--- src/rtl/stack_ctrl_if.sv ---
// Request/response handshake between the control unit (master) and the
// stack sequencer (slave).
interface stack_ctrl_if;
  logic        req_valid;
  logic [1:0]  req_op;
  logic [15:0] req_data;
  logic        req_ready;
  logic        rsp_valid;
  logic [15:0] rsp_data;
  logic        err_overflow;
  logic        err_underflow;

  modport master (
    output req_valid, req_op, req_data,
    input  req_ready, rsp_valid, rsp_data, err_overflow, err_underflow
  );

  modport slave (
    input  req_valid, req_op, req_data,
    output req_ready, rsp_valid, rsp_data, err_overflow, err_underflow
  );
endinterface

--- src/rtl/stack_ctrl.sv ---
// Stack sequencer: runs one PUSH/POP/PEEK at a time, ordering memory strobes
// and SP inc/dec, and rejects overflow/underflow without touching SP or memory.
module stack_ctrl #(
  parameter logic [15:0] SP_TOP    = 16'h01FF,
  parameter logic [15:0] SP_BOTTOM = 16'h0100
) (
  input  logic        clk,
  input  logic        rst,
  stack_ctrl_if.slave bus,
  input  logic [15:0] sp_in,
  output logic        sp_inc,
  output logic        sp_dec,
  output logic [15:0] mem_addr,
  output logic        mem_wr,
  output logic        mem_rd,
  output logic [15:0] mem_wdata,
  input  logic [15:0] mem_rdata,
  output logic        empty,
  output logic        full
);

  typedef enum logic [2:0] {
    IDLE  = 3'd0,
    WRITE = 3'd1,
    READ  = 3'd2,
    WAIT  = 3'd3,
    ACK   = 3'd4
  } state_e;

  localparam logic [1:0] OP_NOP  = 2'b00;
  localparam logic [1:0] OP_PUSH = 2'b01;
  localparam logic [1:0] OP_POP  = 2'b10;

  state_e      state_q, state_d;
  logic [1:0]  op_q, op_d;
  logic [15:0] data_q, data_d;
  logic        ovf_q, ovf_d;
  logic        udf_q, udf_d;
  logic [15:0] rdata_q, rdata_d;
  logic        accept_s;

  assign empty    = (sp_in == SP_TOP);
  assign full     = (sp_in < SP_BOTTOM);
  assign accept_s = (state_q == IDLE) && bus.req_valid;

  // State and captured-request registers with synchronous active-low reset.
  always_ff @(posedge clk) begin
    if (!rst) begin
      state_q <= IDLE;
      op_q    <= 2'b00;
      data_q  <= 16'h0000;
      ovf_q   <= 1'b0;
      udf_q   <= 1'b0;
      rdata_q <= 16'h0000;
    end else begin
      state_q <= state_d;
      op_q    <= op_d;
      data_q  <= data_d;
      ovf_q   <= ovf_d;
      udf_q   <= udf_d;
      rdata_q <= rdata_d;
    end
  end

  // Next-state logic; empty/full are judged only at acceptance.
  always_comb begin
    state_d = state_q;
    op_d    = op_q;
    data_d  = data_q;
    ovf_d   = ovf_q;
    udf_d   = udf_q;
    rdata_d = rdata_q;
    case (state_q)
      IDLE: begin
        if (accept_s) begin
          op_d   = bus.req_op;
          data_d = bus.req_data;
          ovf_d  = 1'b0;
          udf_d  = 1'b0;
          case (bus.req_op)
            OP_NOP: begin
              state_d = ACK;
            end
            OP_PUSH: begin
              if (full) begin
                ovf_d   = 1'b1;
                state_d = ACK;
              end else begin
                state_d = WRITE;
              end
            end
            default: begin
              if (empty) begin
                udf_d   = 1'b1;
                state_d = ACK;
              end else begin
                state_d = READ;
              end
            end
          endcase
        end else begin
          state_d = IDLE;
        end
      end
      WRITE: begin
        rdata_d = 16'h0000;
        state_d = IDLE;
      end
      READ: begin
        state_d = WAIT;
      end
      WAIT: begin
        rdata_d = mem_rdata;
        state_d = IDLE;
      end
      ACK: begin
        rdata_d = 16'h0000;
        state_d = IDLE;
      end
      default: begin
        state_d = IDLE;
      end
    endcase
  end

  // State-decoded strobes; rsp_data holds the last result between responses.
  always_comb begin
    bus.req_ready     = 1'b0;
    bus.rsp_valid     = 1'b0;
    bus.rsp_data      = rdata_q;
    bus.err_overflow  = 1'b0;
    bus.err_underflow = 1'b0;
    sp_inc            = 1'b0;
    sp_dec            = 1'b0;
    mem_addr          = 16'h0000;
    mem_wr            = 1'b0;
    mem_rd            = 1'b0;
    mem_wdata         = 16'h0000;
    case (state_q)
      IDLE: begin
        bus.req_ready = 1'b1;
      end
      WRITE: begin
        mem_wr        = 1'b1;
        mem_addr      = sp_in;
        mem_wdata     = data_q;
        sp_dec        = 1'b1;
        bus.rsp_valid = 1'b1;
        bus.rsp_data  = 16'h0000;
      end
      READ: begin
        mem_rd   = 1'b1;
        mem_addr = sp_in + 16'd1;
      end
      WAIT: begin
        bus.rsp_valid = 1'b1;
        bus.rsp_data  = mem_rdata;
        sp_inc        = (op_q == OP_POP);
      end
      ACK: begin
        bus.rsp_valid     = 1'b1;
        bus.rsp_data      = 16'h0000;
        bus.err_overflow  = ovf_q;
        bus.err_underflow = udf_q;
      end
      default: begin
        bus.req_ready = 1'b0;
      end
    endcase
  end

endmodule
--- src/flat_wrapper.sv ---
// flat-port wrapper written by rule: the top's interface ports become plain ports
module stack_ctrl_flat 
#(
  parameter logic [15:0] SP_TOP    = 16'h01FF,
  parameter logic [15:0] SP_BOTTOM = 16'h0100
)
  (clk, rst, sp_in, sp_inc, sp_dec, mem_addr, mem_wr, mem_rd, mem_wdata, mem_rdata, empty, full, bus_req_valid, bus_req_op, bus_req_data, bus_req_ready, bus_rsp_valid, bus_rsp_data, bus_err_overflow, bus_err_underflow);
  stack_ctrl_if bus_i ();
  input  logic clk;
  input  logic rst;
  input  logic [15:0] sp_in;
  output logic sp_inc;
  output logic sp_dec;
  output logic [15:0] mem_addr;
  output logic mem_wr;
  output logic mem_rd;
  output logic [15:0] mem_wdata;
  input  logic [15:0] mem_rdata;
  output logic empty;
  output logic full;
  input wire logic [$bits(bus_i.req_valid)-1:0] bus_req_valid;
  input wire logic [$bits(bus_i.req_op)-1:0] bus_req_op;
  input wire logic [$bits(bus_i.req_data)-1:0] bus_req_data;
  output wire logic [$bits(bus_i.req_ready)-1:0] bus_req_ready;
  output wire logic [$bits(bus_i.rsp_valid)-1:0] bus_rsp_valid;
  output wire logic [$bits(bus_i.rsp_data)-1:0] bus_rsp_data;
  output wire logic [$bits(bus_i.err_overflow)-1:0] bus_err_overflow;
  output wire logic [$bits(bus_i.err_underflow)-1:0] bus_err_underflow;
  assign bus_i.req_valid = bus_req_valid;
  assign bus_i.req_op = bus_req_op;
  assign bus_i.req_data = bus_req_data;
  assign bus_req_ready = bus_i.req_ready;
  assign bus_rsp_valid = bus_i.rsp_valid;
  assign bus_rsp_data = bus_i.rsp_data;
  assign bus_err_overflow = bus_i.err_overflow;
  assign bus_err_underflow = bus_i.err_underflow;
  stack_ctrl #(.SP_TOP(SP_TOP), .SP_BOTTOM(SP_BOTTOM)) u_core (.clk(clk), .rst(rst), .bus(bus_i), .sp_in(sp_in), .sp_inc(sp_inc), .sp_dec(sp_dec), .mem_addr(mem_addr), .mem_wr(mem_wr), .mem_rd(mem_rd), .mem_wdata(mem_wdata), .mem_rdata(mem_rdata), .empty(empty), .full(full));
endmodule
--- config.mk ---
export PLATFORM = sky130hd
export DESIGN_NAME = stack_ctrl_flat
export DESIGN_NICKNAME = d
export VERILOG_FILES = /design/src/rtl/stack_ctrl_if.sv /design/src/rtl/stack_ctrl.sv /design/src/flat_wrapper.sv
export SDC_FILE = /design/constraint.sdc
export NUM_CORES = 1
export LEC_CHECK = 0
export CORE_AREA = 2 2 58 102
export DETAILED_ROUTE_END_ITERATION = 12
export DIE_AREA = 0 0 60 104
export GPL_TIMING_DRIVEN = 0
export PLACE_DENSITY = 0.79
export SYNTH_ARGS = -nofsm -noshare
export SYNTH_HDL_FRONTEND = slang
export SYNTH_SLANG_ARGS = --single-unit
--- constraint.sdc ---
create_clock -name clk -period 2.5 [get_ports clk]
set_input_delay 0.625 -clock clk [delete_from_list [all_inputs] [get_ports clk]]
set_output_delay 0.625 -clock clk [all_outputs]
set_load 0.05 [all_outputs]
After elaboration in Yosys (flattened, before gate mapping)
Index checks and enable logic that the tools add are counted.
W data, S select, Z words.

operators by class
  $add $sub $neg = 1
  magnitude comparators = 1
  equality and inequality tests = 7
  mux-type cells = 19
  reduce and logical (&&, ||, !) cells = 7

operators by type and width
  operator                 number
  $pmux W16 S2             2
  $add A16 B1 Y16 const B  1
  $eq A16 B9 Y1 const B    1
  $lt A16 B9 Y1 const B    1
  $mux W16                 1
  $pmux W3 S2              2
  $mux W1                  11
  $mux W3                  3
  $eq A3 B2 Y1 const B     2
  $reduce_or A2 Y1         2
  $eq A3 B1 Y1 const B     1
  $eq A3 B3 Y1 const B     1
  $logic_not A3 Y1         1
  $reduce_or A3 Y1         1
  $eq A2 B1 Y1 const B     1
  $eq A2 B2 Y1 const B     1
  $logic_not A2 Y1         1
  $reduce_and A2 Y1        1
  $logic_and A1 B1 Y1      1

storage, ports and cells
  flip-flop bits (word level) = 39
  bits of input ports = 53
  output and inout bits = 58
  logic and storage cells = 41

Depth between registers and ports, before layout
Gate-level depths: netlist of run 1.

  word-level depth = 5
  gate-level depth with buffers = 7
  mapped depth without buffers = 5

Least setup slack after synthesis of run 1
Ideal clock, no wire load.

  kind = register to output
  start point = reg u_core.state_q[1]
  end point = out mem_addr[5]
  arrival time = 2.638 ns
  required time = 1.875 ns
  slack = -0.763 ns
  cell stages (with the launch flop) = 7
  path through = dfxtp_1 -> or3b_2 -> clkbuf_1 -> inv_1 -> buf_2 -> nand3_1 -> o21ai_0

between the ends
  word-level cells in the longest chain between the ends = 2
  elaborated cells on any way between the ends = 3
  classes of those cells = 2 x eq/ne; 1 x mux

ends and longest elaborated chain
  what                                          line                source
  start: declaration                            stack_ctrl.sv:34    state_e state_q, state_d;
  start signal: assignment                      stack_ctrl.sv:56    state_q <= state_d;
  $eq A3 B2 Y1 or $eq A3 B1 Y1 (tied branches)  stack_ctrl.sv:139   case (state_q)
  $pmux W16 S2 *                                stack_ctrl.sv:139
  end: declaration                              flat_wrapper.sv:14  output logic [15:0] mem_addr;

Mark *: on every way between the ends. The rest lies on a longest branch, timed or not.

Worst setup path in the final report of run 1
  start point = in sp_in[15]
  end point = out empty

between the ends
  word-level cells in the longest chain between the ends = 1

ends and longest elaborated chain
  what                line                source
  start: declaration  flat_wrapper.sv:11  input logic [15:0] sp_in;
  $eq A16 B9 Y1       stack_ctrl.sv:42    assign empty = (sp_in == SP_TOP);
  end: declaration    flat_wrapper.sv:19  output logic empty;

Every way passes these cells.

==> key figures, run 1 <==
Route
  – DR WL met2: around 3700 um
  – Antenna-violating nets left: 0
  – Vias: about 2400
  – # DRC: 0
  – WL/cell: around 15 um
  – Drt initial violations: between 50 and 60
  – TritonRoute pass-1 iters: 5
  – Vias/cell: around 5.2
  – Detailed Route WL: between 6000 and 7000 um
  – Met1 wire length: roughly 2400 um
  – Met3 wire length: approximately 530 um
  – Top metal layer carrying routed signals: met4

Clocking
  – Clock Pin Slew Worst Setup and Hold Paths: about 60 ps
  – Htree depth: 2
  – CTS max path bufs: 2
  – CTS tree: built
  – CTS sink count: 39
  – Cts hold-fix bufs: 0
  – TritonCTS buffer count: 5
  – CTS root buffer: clkbuf_8
  – Worst skew pair latency: about 290 ps

Critical path
  – Worst Setup EP: empty
  – Crit path top cell by count: or4_4
  – Crit path capture type: output pin
  – Critical path arrival: about 2000 ps
  – Reg2reg setup slack: approximately 630 ps
  – Slowest-stage cell, CP: or4_4
  – Worst endpoint required time: 1880 ps
  – Reg-to-reg endpoint: u_core.ovf_q$_SDFFE_PN0P_
  – Register-to-Register Path Depth: 4
  – CP startpoint kind: input pin
  – WS Path Type: input pin to output pin
  – Crit path from: sp_in[15]
  – Crit path cell chain: buf_8, or4_4, or4_4, nor3_4, buf_6
  – Crit path max fanout: 2
  – Worst r2r src: u_core.state_q[2]$_SDFF_PN0_
  – Slowest stage delay, CP: ~520 ps

Timing
  – Final hold violation count: 0
  – # setup viols final: 1
  – RSZ-0062 raised after global routing: true
  – Actual slew at the worst max-slew pin: ~720 ps
  – Maximum clock rate: between 300 and 400 MHz
  – Slew Limit Headroom: between 50% and 60%
  – Final cycle utilization of the critical path: 106.7%
  – Setup slack after layout: -166.3 ps
  – Min cycle time layout: 2666 ps
  – Max Slew Vio Count: 0
  – Final Skew: between 4 and 5 ps

Synthesis
  – Synth Register Bits: 39
  – Area share of the largest cell type after synthesis: a little under two fifths
  – Main synth FF type: dfxtp_1
  – Synth Instances: approximately 270
  – Largest area contributor in the netlist: dfxtp_1
  – Mapped Area: 2112 um2
  – Async set-reset flop share out of synthesis: 0%
  – EDFF count, synth: 0
  – Mapped Avg Cell Area: roughly 8 um2
  – Synth warn: 0
  – Syn Nets: between 300 and 400
  – Area contributors post-synth: dfxtp_1, nand2_1, a22o_1, a21boi_0, and2_1
  – Top cells by count, synth: nand2_1, dfxtp_1, and2_1
  – Most common cell in the netlist: nand2_1
  – Sequential fraction of the synthesis area: 36.97%
  – Yosys cell types: 39

Floorplan
  – I/O pin total: 111
  – Area of the core: roughly 5500 um2
  – Row cnt: 36
  – Die ar.: between 6000 and 7000 um2
  – Die Span Y: 104 um
  – Initial Util: 38.75%
  – Die width: around 60 um

Global routing
  – First-pass GRT wire length: ~11000 um
  – GRT Total Usage: a little over a fifth
  – Vias in the first global route: about 2500
  – Largest net degree at the start of global routing: 12
  – Initial antenna violation count: 0
  – Total global routing overflow: 0

Power
  – Pleak: 1.586 nW
  – Worst VDD drop: 0.0002451 V
  – Power Density: around 450 nW/um2

Layout
  – ANT cells: 0
  – Layout area overhead: 72.22%
  – Finished Core Util: 66.74%
  – Fin area: ~3600 um2
  – Fin nets: between 400 and 500
  – Layout cells sized above 1: between 30% and 40%

Hold path
  – Hold Crit Start: u_core.data_q[2]$_SDFFE_PN0P_
  – Tightest Hold Check Type: flop to flop

Run status
  – Outcome: complete, but fails checks
  – Failing checks: setup timing

Place
  – Port bufs: between 100 and 150
  – Area post-placement: about 3400 um2
  – HPWL Detailed: slightly above 5000 um
  – Final GP Congestion: between 0.8 and 0.9

Job
  – Max_cap viols: 0
-- cells by family after synthesis --
| family | Yosys count | synth area share (%) |
|---|---|---|
| flops | 39 | 36.97 |
| fa+ha+maj | 1 | 0.5923 |
| compound gates | 82 | 27.25 |
| buf+inv | 28 | 5.391 |
| simple gates | 118 | 29.80 |
-- sequential cells by signal (all words and copies together) (netlist names) --
register / flops
u_core.op_q: 2
u_core.state_q: 3
u_core.udf_q: 1
u_core.data_q: 16
u_core.rdata_q: 16
u_core.ovf_q: 1
-- power by group --
part	switching, mW	total (mW)	internal (mW)
Combinational	0.329	0.544	0.215
Clock	0.198	0.414	0.216
Sequential	0.0141	0.663	0.649
Total	0.541	1.62	1.08
-- cell usage in the layout, fill, tap and decap left out, types with 6 or more instances in the layout --
master	netlist	final
and3_1	19	17
dlygate4sd2_1	0	10
buf_6	0	22
a22o_1	17	16
buf_2	4	19
a21boi_0	19	19
dfxtp_1	39	37
clkbuf_1	15	7
clkdlybuf4s50_1	0	36
and2_1	22	20
clkdlybuf4s15_2	0	13
clkbuf_8	0	7
nand2_1	47	45
a31oi_1	11	6
buf_4	1	24
-- cell type report --
type | instances | area [um2]
well taps | 76 | 95.09
clock buffers | 6 | 82.58
flip-flops and latches | 39 | 788.3
inverters | 7 | 28.78
clock inverters | 1 | 5.005
repair buffers | 122 | 1092
plain buffers | 17 | 115.1
multi-input cells | 201 | 1430
fillers | 491 | 1813
-- layer usage --
layer  vias up  GRT usage [%]
met5         -              0
met4         0          10.48
met3        14          4.478
met2       111          42.16
met1      1095          19.97
li1       1211              -
-- worst max-delay path: cells and delay by family --
family | cells | cell delay (ps)
buffers and inverters | 2 | 280
and+or+nand+nor | 3 | 1130
-- through the flow --
stage / worst slack, ps / setup TNS (ps) / std cells / hold slack, ps / total power, mW
global placement: -1373 / -32060 / 453 / 446.5 / 1.190
detailed placement: -1384 / -33090 / 453 / 451.7 / 1.196
finish: -166.3 / -166.3 / 469 / 458.4 / 1.621
floorplan: -214.5 / -1607 / 268 / 436.3 / 0.9794
global route: -222.7 / -258.1 / 469 / 490.9 / 1.692
CTS: -342.3 / -383.1 / 466 / 462.0 / 1.624
-- timing repair --
| item | in CTS | in global routing |
|---|---|---|
| buffers inserted | 10 | 3 |
| endpoints found under the setup margin | 57 | 47 |
| pin swaps | 11 | 7 |
| endpoints found under the hold margin | 0 | 0 |
| resized for setup | 344 | 49 |
| gates cloned | 0 | 0 |
-- worst min-delay path by stage --
stage                                                 to  cells past startpoint
after floorplan                u_core.ovf_q$_SDFFE_PN0P_                      2
after global placement     u_core.data_q[4]$_SDFFE_PN0P_                      2
after detailed placement   u_core.data_q[8]$_SDFFE_PN0P_                      2
after CTS                  u_core.data_q[8]$_SDFFE_PN0P_                      2
after global routing      u_core.data_q[12]$_SDFFE_PN0P_                      2
final                      u_core.data_q[2]$_SDFFE_PN0P_                      2
No activity file was read; power rests on OpenSTA's default activity.
==> inputs of run 2 (changes only) <==
Settings changed: CTS_BUF_LIST from default to sky130_fd_sc_hd__clkbuf_8, RECOVER_POWER from default to 25.
Clock period 2.5 ns to 2.65 ns, I/O delays scaled along.
==> run 2 against run 1 <==
  * The run still ends with setup timing left
  * Largest power group unchanged
  * Hold slack better by 1.4 ps
  * Die area unchanged
  * Critical endpoint unchanged
  * Combinational power down 6.1%
==> key figures, run 2 (synthesized netlist as in run 1, its figures left out) <==
Floorplan
  – Die width: 60 um (unchanged)
  – Row cnt: 36 (unchanged)
  – Die Span Y: 104 um (unchanged)
  – Initial Util: 38.75% (unchanged)
  – Area of the core: 5450 um2 (unchanged)
  – I/O pin total: 111 (unchanged)
  – Die ar.: 6240 um2 (unchanged)

Place
  – Cells after DPL: 453 (unchanged)
  – Port bufs: 109 (unchanged)
  – HPWL Detailed: 5112 um (-1.0%)
  – Final GP Congestion: 0.8706 (-0.32%)
  – Area post-placement: 3440 um2 (+0.37%)

Critical path
  – WS Path Type: input pin to output pin
  – CP startpoint kind: input pin
  – Crit path capture type: output pin
  – Worst path bufs/invs: 2 (unchanged)
  – Crit path top cell by count: or4_4
  – Critical path arrival: 2170 ps (+130 ps)
  – Worst endpoint required time: 1990 ps (+110 ps)
  – Crit path max fanout: 4 (+2)
  – Slowest stage delay, CP: 520 ps (about the same)
  – Crit path cell chain: buf_2, or4_4, or4_4, nor3_4, buf_6
  – Slowest-stage cell, CP: or4_4
  – CP delay by family, top: simple AND/OR/NAND/NOR gates

Layout
  – Non-filler cells, final: 469 (unchanged)
  – ANT cells: 0 (unchanged)
  – Finished Core Util: 67.77% (+1.0 points)
  – Most common cell after layout, fill and taps aside: nand2_1
  – Most frequent cells in the layout: nand2_1, dfxtp_1, clkdlybuf4s50_1
  – Fin nets: 446 (-0.22%)
  – Largest registers: u_core.data_q: 16 flops, u_core.rdata_q: 16 flops, u_core.state_q: 3 flops
  – Layout area overhead: 74.88%
  – Fin area: 3694 um2 (+1.5%)
  – Layout cells sized above 1: 31.55% (-2.8 points)

Route
  – Antenna-violating nets left: 0 (unchanged)
  – WL/cell: 14.65 um (+0.61%)
  – # DRC: 0 (unchanged)
  – Detailed Route WL: 6873 um (+0.61%)
  – Vias/cell: 5.213 (+0.58%)
  – Drt initial violations: 48 (-16%)
  – Vias: 2445 (+0.58%)
  – TritonRoute pass-1 iters: 4 (-1)

Timing
  – Final cycle utilization of the critical path: 106.8%
  – Maximum clock rate: roughly 350 MHz
  – Final hold violation count: 0 (unchanged)
  – Max Slew Vio Count: 0 (unchanged)
  – Setup slack after layout: -179.5 ps (-13.17 ps)
  – # setup viols final: 8 (+7)
  – Actual slew at the worst max-slew pin: 855.5 ps (+138.7 ps)
  – Slew Limit Headroom: 42.16% (-9.4 points)
  – Min cycle time layout: 2829 ps
  – RSZ-0062 raised after global routing: true
  – Final Skew: 7.246 ps (+3.062 ps)

Clocking
  – TritonCTS buffer count: 5 (unchanged)
  – Worst skew pair latency: 290 ps (about the same)
  – CTS max path bufs: 2 (unchanged)
  – Clock Pin Slew Worst Setup and Hold Paths: 70 ps (about the same)
  – CTS sink count: 39 (unchanged)
  – CTS root buffer: clkbuf_8
  – CTS tree: built
  – Htree depth: 2 (unchanged)

Global routing
  – Total global routing overflow: 0 (unchanged)
  – GRT Total Usage: 21.63% (-0.30 points)
  – Largest net degree at the start of global routing: 13 (+1)
  – First-pass GRT wire length: 10610 um (-0.65%)
  – Initial antenna violation count: 0 (unchanged)
  – Vias in the first global route: 2396 (-3.3%)

Power
  – Pleak: 1.569 nW (-1.1%)
  – Power Density: 462.2 nW/um2 (+3.7%)
  – Worst VDD drop: 0.0002483 V (+1.3%)

Run status
  – Failing checks: setup timing
  – Outcome: complete, but fails checks

Job
  – Max_cap viols: 0 (unchanged)

Hold path
  – Tightest Hold Check Type: flop to flop
==> run 2: cell types whose count changed in the layout (fill, tap and decap cells not counted), moves of 7 or more <==
cell             before  now
clkdlybuf4s15_2      13   22
buf_2                19    7
buf_6                22   13
buf_4                24   31
==> run 2: power by group <==
part           switching [mW]  internal [mW]  leakage, nW  total [mW]
clock network           0.198          0.372       0.0695       0.571
registers              0.0130          0.613        0.319       0.626
logic                   0.310          0.200         1.18       0.511
==> run 2: worst paths after layout <==
path	slack, ps	depth (start not counted)	endpoint	startpoint
max	-180	5	empty	sp_in[10]
min	460	2	u_core.data_q[14]$_SDFFE_PN0P_	u_core.data_q[14]$_SDFFE_PN0P_
max reg2reg	720	4	u_core.state_q[0]$_SDFF_PN0_	u_core.state_q[2]$_SDFF_PN0_
min reg2reg	460	2	u_core.data_q[14]$_SDFFE_PN0P_	u_core.data_q[14]$_SDFFE_PN0P_
==> run 2: per-stage QoR <==
| stage | power, mW | TNS [ps] | worst slack (ps) | hold slack (ps) |
|---|---|---|---|---|
| floorplan | 0.9259 | -384.3 | -278.8 | 436.3 |
| global placement | 1.126 | -27780 | -1330 | 447.2 |
| detailed placement | 1.130 | -28290 | -1348 | 452.5 |
| CTS | 1.707 | -271.9 | -271.9 | 462.4 |
| global route | 1.780 | -2675 | -202.8 | 478.1 |
| finish | 1.707 | -250.8 | -179.5 | 459.8 |
==> run 2: timing repair <==
item | CTS | global route
gates resized for setup | 320 | 25
endpoints found under the setup margin | 55 | 42
setup buffers | 7 | 5
hold buffers | 0 | 0
gates cloned | 0 | 0
pin swaps | 10 | 6
endpoints found under the hold margin | 0 | 0
==> run 2: layer usage <==
layer  up-vias  wire [um]  share of wire (%)  GRT usage (%)
met5         -          0                  0              0
met4         0        237                3.4          10.79
met3        20        472                6.9          3.856
met2       119       3722                 54          40.99
met1      1094       2441                 36          20.42
li1       1212          -                  -              -
==> run 2: layout make-up <==
class / instances / area [um2]
multi-input cells: 201 / 1429
plain buffers: 17 / 96.34
inverters: 7 / 26.28
repair buffers: 121 / 1130
clock inverters: 3 / 63.81
flip-flops and latches: 39 / 784.5
clock buffers: 5 / 68.82
fillers: 480 / 1757
well taps: 76 / 95.09
==> run 2: tightest hold or removal path, stage by stage, from the launching register on <==
cell	delay (ps)
dfxtp_1	310
nand2_1	40
a21boi_0	60
==> inputs of run 3 (changes only) <==
Settings changed: DONT_BUFFER_PORTS from default to 1, PLACE_DENSITY 0.79 to default, TNS_END_PERCENT from default to 50.
==> run 3 against run 2 <==
  * The flow still finishes with violations (setup timing)
  * Clock-buffer cell count up 1
  * Combinational power is 27% lower
  * Sequential power barely moved
  * Core utilization down 19 points
  * Register-to-register slack worse by 320 ps
  * Cell count fell by 25%
  * Hold slack lost 1.5 ps
  * Die area unchanged
  * Non-clock buffer count is 116 lower
  * Design area shrank 28%
==> key figures, run 3 (synthesized netlist as in run 1, its figures left out) <==
Global routing
  – Vias in the first global route: 1992 (-17%)
  – Initial antenna violation count: 0 (unchanged)
  – First-pass GRT wire length: 9080 um (-14%)
  – GRT Total Usage: 18.72% (-2.9 points)
  – Total global routing overflow: 0 (unchanged)
  – Largest net degree at the start of global routing: 13 (unchanged)

Power
  – Worst VDD drop: 0.0002280 V (-8.2%)
  – Power Density: 567.3 nW/um2 (+23%)
  – Overall power: 1.498 mW (-12%)
  – Pleak: 1.024 nW (-35%)

Critical path
  – Reg2reg setup slack: 400 ps (-320 ps)
  – Crit path max fanout: 4 (unchanged)
  – Crit path capture type: output pin
  – Worst r2r src: u_core.state_q[2]$_SDFF_PN0_
  – CP startpoint kind: input pin
  – WS Path Type: input pin to output pin
  – Reg-to-reg endpoint: u_core.data_q[14]$_SDFFE_PN0P_
  – Register-to-Register Path Depth: 5 (+1)
  – Critical path arrival: 2150 ps (-20 ps)
  – Worst endpoint required time: 1990 ps (about the same)

Place
  – Cells after DPL: 345 (-24%)
  – HPWL Detailed: 4512 um (-12%)
  – DP Worst Slack: -559.8 ps (+787.8 ps)
  – Final GP Congestion: 0.7814 (-10%)
  – Port bufs: 0 (-100%)

Timing
  – Setup slack after layout: -159.7 ps (+19.81 ps)
  – Min cycle time layout: 2810 ps (-19.81 ps)
  – Maximum clock rate: 355.9 MHz (+0.71%)
  – Actual slew at the worst max-slew pin: 986.4 ps (+130.9 ps)
  – Final Skew: 3.844 ps (-3.402 ps)
  – Slew Limit Headroom: 34.00% (-8.2 points)
  – # setup viols final: 6 (-2)
  – Final cycle utilization of the critical path: 106.0% (-0.75 points)
  – RSZ-0062 raised after global routing: true
  – Max Slew Vio Count: 0 (unchanged)
  – Final hold violation count: 0 (unchanged)

Layout
  – Most frequent cells in the layout: nand2_1, dfxtp_1, a21boi_0
  – Largest registers: u_core.data_q: 16 flops, u_core.rdata_q: 16 flops, u_core.state_q: 3 flops
  – Fillers: 574 (+20%)
  – Layout area overhead: 25.06%
  – Fin nets: 330 (-26%)
  – Layout cells sized above 1: 23.47% (-8.1 points)
  – Most common cell after layout, fill and taps aside: nand2_1
  – ANT cells: 0 (unchanged)
  – Non-filler cells, final: 353 (-25%)

Hold path
  – Tightest Hold Check Type: flop to flop
  – Hold Path End: u_core.data_q[1]$_SDFFE_PN0P_
  – Hold Crit Start: u_core.data_q[1]$_SDFFE_PN0P_
  – Hold path depth: 2 (unchanged)

Clocking
  – Worst skew pair latency: 290 ps (about the same)
  – Cts hold-fix bufs: 0 (unchanged)
  – TritonCTS buffer count: 5 (unchanged)
  – CTS root buffer: clkbuf_8
  – CTS tree: built
  – CTS max path bufs: 2 (unchanged)
  – Clock Pin Slew Worst Setup and Hold Paths: 70 ps (about the same)
  – Htree depth: 2 (unchanged)
  – CTS sink count: 39 (unchanged)

Route
  – Vias: 2005 (-18%)
  – WL/cell: 16.66 um (+14%)
  – TritonRoute pass-1 iters: 4 (unchanged)
  – # DRC: 0 (unchanged)
  – Drt initial violations: 42 (-13%)
  – Vias/cell: 5.680 (+9.0%)
  – Detailed Route WL: 5881 um (-14%)
  – Antenna-violating nets left: 0 (unchanged)

Floorplan
  – Die Span Y: 104 um (unchanged)
  – Row cnt: 36 (unchanged)
  – Initial Util: 38.75% (unchanged)
  – I/O pin total: 111 (unchanged)
  – Area of the core: 5450 um2 (unchanged)
  – Die width: 60 um (unchanged)
  – Die ar.: 6240 um2 (unchanged)

Job
  – Max_cap viols: 0 (unchanged)

Run status
  – Failing checks: setup timing
  – Outcome: complete, but fails checks
==> run 3: worst max-delay path by stage <==
stage	start	endpoint	slack [ps]	cells after the start
6_report	sp_in[10]	empty	-160	3
3_5_place_dp	u_core.state_q[1]$_SDFF_PN0_	mem_addr[5]	-560	6
4_1_cts	sp_in[10]	empty	-170	3
2_1_floorplan	u_core.state_q[1]$_SDFF_PN0_	mem_addr[3]	-280	5
3_3_place_gp	u_core.state_q[1]$_SDFF_PN0_	mem_addr[5]	-540	6
5_1_grt	sp_in[10]	empty	-210	3
==> run 3: stage by stage <==
stage / hold WS, ps / util (%) / TNS [ps] / area (um2)
6_report: 458.3 / 48.46 / -198.4 / 2641
3_5_place_dp: 453.5 / 42.65 / -4142 / 2325
3_3_place_gp: 446.1 / 42.42 / -6221 / 2312
4_1_cts: 463.8 / 47.45 / -169.6 / 2586
5_1_grt: 479.6 / 48.46 / -4556 / 2641
2_1_floorplan: 436.3 / - / -1300 / 2217
==> run 3: repair_timing <==
action / 4_1_cts / 5_1_grt
resized for setup: 43 / 17
pin swaps: 7 / 5
endpoints found under the setup margin: 47 / 38
buffers inserted: 2 / 1
hold endpoints to repair: 0 / 0
cloned: 0 / 1
==> run 3: layer usage <==
| metal | global-route usage [%] | part of all wire [%] | vias up |
|---|---|---|---|
| li1 | - | - | 984 |
| met1 | 16.10 | 33 | 903 |
| met4 | 9.524 | 3.4 | 0 |
| met2 | 34.63 | 53 | 103 |
| met3 | 7.090 | 10 | 15 |
| met5 | 0 | 0 | - |
==> run 3: layout make-up <==
cell class	count	area (um2)	area share, %
multi-input cells	201	1455	55.09
flip-flops and latches	39	784.5	29.70
plain buffers	17	116.4	4.406
well taps	76	95.09	3.600
clock buffers	6	82.58	3.126
repair buffers	5	41.29	1.563
clock inverters	2	35.03	1.326
inverters	7	31.28	1.184
==> run 3: report_power, final <==
group          switching, mW  internal [mW]
clock network          0.196          0.304
registers             0.0142          0.612
logic                  0.270          0.102
==> run 3: critical path: stages <==
cell	delay (ps)
or4_4	540
or4_4	460
nor3_4	490
